$ cat src/rtl/serial_paralelo_alineado.sv
// serial_paralelo_alineado: deserialises a 1-bit stream (MSB first) into WIDTH-bit
// words and aligns word boundaries on a comma pattern. A search/align/lock state
// machine tracks alignment; aligned words leave with a one-cycle valid strobe.
module serial_paralelo_alineado #(
    parameter int unsigned       WIDTH      = 10,
    parameter logic [WIDTH-1:0]  COMMA      = 10'b0011111010,
    parameter bit                CHECK_BOTH = 1'b1,
    parameter int unsigned       LOCK_COUNT = 3,
    parameter int unsigned       LOSS_COUNT = 4
) (
    input  logic             clk,
    input  logic             rstContador,
    input  logic             entrada,
    output logic [WIDTH-1:0] salidas,
    output logic             valido,
    output logic             esComa,
    output logic             sincronizado
);

    localparam int unsigned FW = $clog2(WIDTH);
    localparam int unsigned CW = $clog2(LOCK_COUNT + 1);
    localparam int unsigned EW = $clog2(LOSS_COUNT + 1);

    localparam logic [FW-1:0] FaseMax = FW'(WIDTH - 1);
    localparam logic [CW-1:0] LockMax = CW'(LOCK_COUNT);
    localparam logic [EW-1:0] LossMax = EW'(LOSS_COUNT);

    typedef enum logic [1:0] {
        StBuscando,
        StAlineando,
        StSincronizado
    } estadoT;

    logic [WIDTH-1:0] sr;
    logic [FW-1:0]    fase, faseSig, faseInc;
    logic [CW-1:0]    cuentaComas, cuentaComasSig;
    logic [EW-1:0]    cuentaErr, cuentaErrSig;
    estadoT           estado, estadoSig;
    logic             coma, frontera;

    // RD- comma, plus its complement (RD+) when enabled.
    assign coma     = (sr == COMMA) | (CHECK_BOTH & (sr == ~COMMA));
    assign frontera = (fase == '0);
    assign faseInc  = (fase == FaseMax) ? '0 : fase + FW'(1);

    // Shift register and alignment state.
    always_ff @(posedge clk or posedge rstContador) begin
        if (rstContador) begin
            sr          <= '0;
            fase        <= '0;
            cuentaComas <= '0;
            cuentaErr   <= '0;
            estado      <= StBuscando;
        end else begin
            sr          <= {sr[WIDTH-2:0], entrada};
            fase        <= faseSig;
            cuentaComas <= cuentaComasSig;
            cuentaErr   <= cuentaErrSig;
            estado      <= estadoSig;
        end
    end

    // Next-state: search for a comma, confirm it on later boundaries, then track slips.
    always_comb begin
        estadoSig      = estado;
        faseSig        = fase;
        cuentaComasSig = cuentaComas;
        cuentaErrSig   = cuentaErr;
        unique case (estado)
            StBuscando: begin
                faseSig = '0;
                if (coma) begin
                    // The comma just completed marks a boundary: next word starts at phase 1.
                    faseSig        = FW'(1);
                    cuentaComasSig = CW'(1);
                    cuentaErrSig   = '0;
                    estadoSig      = (LOCK_COUNT == 1) ? StSincronizado : StAlineando;
                end
            end
            StAlineando: begin
                faseSig = faseInc;
                if (frontera) begin
                    if (coma) begin
                        if (cuentaComas >= LockMax - CW'(1)) begin
                            cuentaComasSig = LockMax;
                            cuentaErrSig   = '0;
                            estadoSig      = StSincronizado;
                        end else begin
                            cuentaComasSig = cuentaComas + CW'(1);
                        end
                    end else begin
                        cuentaComasSig = '0;
                        faseSig        = '0;
                        estadoSig      = StBuscando;
                    end
                end
            end
            StSincronizado: begin
                // Phase free-runs; misaligned commas are counted but never re-phase.
                faseSig = faseInc;
                if (frontera) begin
                    if (coma) begin
                        cuentaErrSig = '0;
                    end
                end else if (coma) begin
                    if (cuentaErr >= LossMax - EW'(1)) begin
                        cuentaComasSig = '0;
                        cuentaErrSig   = '0;
                        faseSig        = '0;
                        estadoSig      = StBuscando;
                    end else begin
                        cuentaErrSig = cuentaErr + EW'(1);
                    end
                end
            end
            default: begin
                estadoSig = StBuscando;
            end
        endcase
    end

    // Registered outputs: capture the aligned word on each boundary while locked.
    always_ff @(posedge clk or posedge rstContador) begin
        if (rstContador) begin
            salidas      <= '0;
            valido       <= 1'b0;
            esComa       <= 1'b0;
            sincronizado <= 1'b0;
        end else begin
            valido       <= 1'b0;
            sincronizado <= (estadoSig == StSincronizado);
            if ((estado == StSincronizado) && frontera) begin
                salidas <= sr;
                esComa  <= coma;
                valido  <= 1'b1;
            end
        end
    end

endmodule

$ cat config.mk
export PLATFORM = sky130hd
export DESIGN_NAME = serial_paralelo_alineado
export DESIGN_NICKNAME = d
export VERILOG_FILES = /design/src/rtl/serial_paralelo_alineado.sv
export SDC_FILE = /design/constraint.sdc
export NUM_CORES = 1
export LEC_CHECK = 0
export ABC_CLOCK_PERIOD_IN_PS = 2900
export CAP_MARGIN = 20
export CORE_AREA = 2 2 72 74
export DETAILED_ROUTE_END_ITERATION = 7
export DIE_AREA = 0 0 74 76
export SYNTH_ARGS = -nofsm -noshare
export SYNTH_HDL_FRONTEND = slang
export SYNTH_SLANG_ARGS = --single-unit
$ cat constraint.sdc
create_clock -name clk -period 2.9 [get_ports clk]
set_clock_uncertainty 0.15 [all_clocks]
set_input_delay 0.29 -clock clk [delete_from_list [all_inputs] [get_ports clk]]
set_output_delay 0.29 -clock clk [all_outputs]
set_load 0.005 [all_outputs]
After elaboration in Yosys (flattened, before gate mapping):

Index checks and enable logic that the tools add are counted.

* bits of input ports: 3
* logic and storage cells: 68
* output and inout bits: 13
* register bits after elaboration: 34

* $lt $le $gt $ge: 2
* bitwise logic cells: 1
* add/sub/neg operators: 3
* reduce and logical (&&, ||, !) cells: 6
* muxes and demuxes: 33
* eq/ne operators: 14

Operators with widths (count)
* two-way mux 2 bit: 14
* two-way mux 4 bit: 6
* two-way mux 3 bit: 7
* inequality test 2 bit (second input constant): 7
* one-hot mux 2 bit (3 select lines): 2
* one-hot mux 4 bit (3 select lines): 1
* == test 10 bit (second input constant): 1
* == test 10 x 8 -> 1 bit (second input constant): 1
* one-hot mux 3 bit (3 select lines): 1
* AND reduction 6 bit: 1
* AND reduction 5 bit: 1
* adder 4 x 1 -> 4 bit (second input constant): 1
* == test 2 bit (second input constant): 2
* == test 4 bit (second input constant): 1
* zero test 4 bit: 1
* adder 3 x 1 -> 3 bit (second input constant): 1
* >= comparator 3 x 2 -> 1 bit (second input constant): 1
* inequality test 3 bit (second input constant): 1
* nonzero test 3 bit: 1
* adder 2 x 1 -> 2 bit (second input constant): 1
* == test 2 x 1 -> 1 bit (second input constant): 1
* >= comparator 2 bit (second input constant): 1
* zero test 2 bit: 1
* two-way mux 1 bit: 2
* other kinds (2): 2

Longest topological paths before layout:

* word-level depth: 6
* gate-level depth with buffers: 7
* depth with buffers taken out: 7

Worst setup path before layout:

No wires, ideal clock.

* kind: reg2reg
* start point: reg fase[0]
* end point: reg salidas[0]
* buffers on the path: 1
* stages on the path, launching flop included: 7
* library setup time: 0.125 ns
* data arrival time: 1.765 ns
* clock period less this slack: 2.040 ns
* data required time: 2.625 ns
* slack: 0.860 ns
* cells stage by stage: dfrtp_1 -> inv_1 -> ha_1 -> or3b_2 -> nor2_2 -> buf_4 -> mux2_2

* cells in the longest elaborated chain, start to end: 2

RTL lines
* start: declaration: line 35 `logic [FW-1:0] fase, faseSig, faseInc;`
* start signal: assignment: line 56 `fase <= faseSig;`
* zero test 4 bit: line 43 `assign frontera = (fase == '0);`
* logical AND 1 bit: line 132 `if ((estado == StSincronizado) && frontera) begin`
* end signal: assignment: line 133 `salidas <= sr;`
* end: declaration: line 14 `output logic [WIDTH-1:0] salidas,`

Every way passes these cells.
A chain may end at the register's enable or synchronous reset.

Worst setup path after layout:

* start point: reg fase[0]
* end point: reg salidas[5]

Same word-level chain as after synthesis.

==> flow_summary_export.csv <==
group,metric,value,unit
setup_path,r2r_cells,5,
logic_synthesis,synth.ff_latch_count,34,
finish,antenna_cells,0,
global_routing,grt_pass1_wl,5.44,mm
setup_path,r2r-end,"salidas[5]",
power,powerDensity,549,mW/mm2
setup_path,rr_startpoint,"fase[0]",
clocking,clkTransAtPathRegs,0.07,ns
clocking,cts_hold_buf,0,
min_path,min_path_type,"input pin to async pin",
power,finalPower,1.10,mW
clocking,clock_path_buffers,2,
sta,slew_headroom,60.0,%
logic_synthesis,netlist_area,0.00164,mm2
global_routing,grtUsageTotal,12.6,%
sta,grt_setup_unrepaired,"no",
drt,wire_per_inst,13.3,um
drt,via_per_inst,4.98,
sta,fin_crit,2.32,ns
clocking,cts_setup_buffers,0,
sta,hold_viol,0,
clocking,ctsResizeCount,0,
setup_path,crit_start,"fase[0]",
clocking,cts_root_buf,"clkbuf_8",
power,power_leakage,0.909,nW
logic_synthesis,synth_nets,149,
global_routing,grt_pass1_vias,1166,
floorplanning,die_w,74,um
place,port-buffer-count,15,
finish,syn_to_final_growth,22.3,%
finish,final_common_cell,"dfrtp_1",
floorplanning,die-area,0.00562,mm2
floorplanning,placementRows,26,
place,gp_congestion,0.816,
setup_path,crit_end,"salidas[5]",
setup_path,cp_max_fo,13,
floorplanning,num_io_pins,16,
setup_path,slowest_stage,"or3b_2",
setup_path,crit_type,"flop to flop",
clocking,insertion_delay,0.29,ns
setup_path,r2r_slack,0.58,ns
logic_synthesis,synth_cell_types,41,
finish,final_layout_size_suffix_gt1_share,20.3,%
logic_synthesis,synth-edff-count,0,
global_routing,antenna_found_initial,0,
drt,dr.pass1.iters,4,
setup_path,path_cells,"inv_1 -> ha_1 -> or3b_2 -> nor2_2 -> mux2_2",
logic_synthesis,yosysWarnings,0,
global_routing,gr-total-overflow,0,
floorplanning,initial_core_util,33.5,%
floorplanning,die_h,76,um
sta,tightest_slew,0.599,ns
job,maxCapViolations,0,
setup_path,arrival,2.35,ns
sta,setup_tns,0,ns
clocking,cts_inserted_buffers,5,
logic_synthesis,synth_ff_type,"dfrtp_1",
finish,nets,169,
logic_synthesis,synth-async-reset-ratio,100,%
clocking,htree_levels,2,
setup_path,worstSetupEndpointType,"flop",
status,status,"complete, no violations",
sta,fin_crit_sh,80.1,%
global_routing,grt_max_degree,35,
finish,most-common-layout-cells,"dfrtp_1, clkdlybuf4s50_1, inv_1",
drt,drtIter0Drc,57,
clocking,cts_tree,"built",
power,vdd_drop_max,0.296,mV
floorplanning,core,0.00491,mm2
logic_synthesis,avgSynthCellArea,12.0,um2
setup_path,critPathRequiredTime,2.92,ns
drt,route.detailed.drc,0,
drt,antenna_left,0,
place,hpwl,2.25,mm
clocking,cts.sink_count,34,
setup_path,max_stage_delay,0.50,ns
logic_synthesis,ys_seq_area_share,51.8,%
drt,via_count,1136,
setup_path,crit_path_start_kind,"flop",
logic_synthesis,syn_inst,137,
sta,drv_slew,0,
sta,setup_viol,0,
sta,fmax,431,MHz
drt,wl,3.04,mm
[power breakdown]
| part | leakage, nW | switching (mW) | internal, mW |
|---|---|---|---|
| Sequential | 0.447 | 0.0216 | 0.496 |
| Clock | 0.0683 | 0.175 | 0.344 |
| Combinational | 0.393 | 0.0415 | 0.0266 |
[state kept, by name, summed over array words and instances, names as in the netlist]
signal        count
fase              4
valido            1
sr               10
salidas          10
sincronizado      1
cuentaErr         3
estado            2
cuentaComas       2
esComa            1
[worst max-delay path: cells and delay by family (launching register included)]
family / cells / cell delay, ns
adders and majority gates: 1 / 0.15
buffers and inverters: 1 / 0.08
DFF: 1 / 0.43
muxes: 1 / 0.40
and+or+nand+nor: 2 / 0.99
[worst min-delay path by stage]
stage / from / endpoint / slack (ns) / cells after the start
after detailed placement: sr[7] / sr[8] / 0.25 / 0
after CTS: rstContador / salidas[7] / 0.26 / 3
final: rstContador / salidas[2] / 0.25 / 3
after floorplan: entrada / sr[0] / 0.17 / 0
after global routing: sr[6] / sr[7] / 0.28 / 0
after global placement: sr[6] / sr[7] / 0.25 / 0
[layout make-up]
cell class,instances,area (um2)
clock buffers,5,68.8
clock inverters,3,68.8
well taps,70,87.6
repair buffers,16,158
flip-flops and latches,34,851
inverters,13,48.8
multi-input cells,87,728
fillers,460,2900
[metrics by stage]
step | instance area, um2 | hold slack (ns) | cells | setup WS [ns] | util (%)
after floorplan | 1640 | 0.171 | 137 | 0.860 | -
after global placement | 1870 | 0.249 | 220 | 0.615 | 38.1
after detailed placement | 1870 | 0.253 | 220 | 0.545 | 38.1
after CTS | 2010 | 0.265 | 228 | 0.531 | 40.9
after global routing | 2010 | 0.281 | 228 | 0.407 | 40.9
final | 2010 | 0.248 | 228 | 0.578 | 40.9
[synth_stat cells (all sizes together) (3+ instances only)]
cell type,count,area [um2]
nor2,5,21.3
a211oi,4,40.0
mux2,10,113
and4bb,3,37.5
nand2,10,37.5
dfrtp,34,851
a21oi,5,25.0
o211ai,5,47.5
inv,13,48.8
ha,9,113
a31oi,3,18.8
o21ai,5,25.0
o22ai,4,25.0
[layer usage]
| layer | part of all wire (%) | routed length (um) | GRT usage (%) |
|---|---|---|---|
| met5 | 0 | 0 | 0 |
| met4 | 0.95 | 29 | 4.36 |
| met3 | 3.2 | 97 | 3.97 |
| met2 | 51 | 1560 | 20.1 |
| met1 | 44 | 1350 | 16.0 |
[kinds of logic after synthesis]
logic type	count (synthesis)	synth area share (%)
adders and majority gates	9	6.85
and+or+nand+nor	35	15.4
DFF	34	51.8
buffers and inverters	16	3.96
AOI/OAI and AO/OA	32	14.5
muxes	11	7.46
Note: power is estimated with default switching activity, not from simulation.
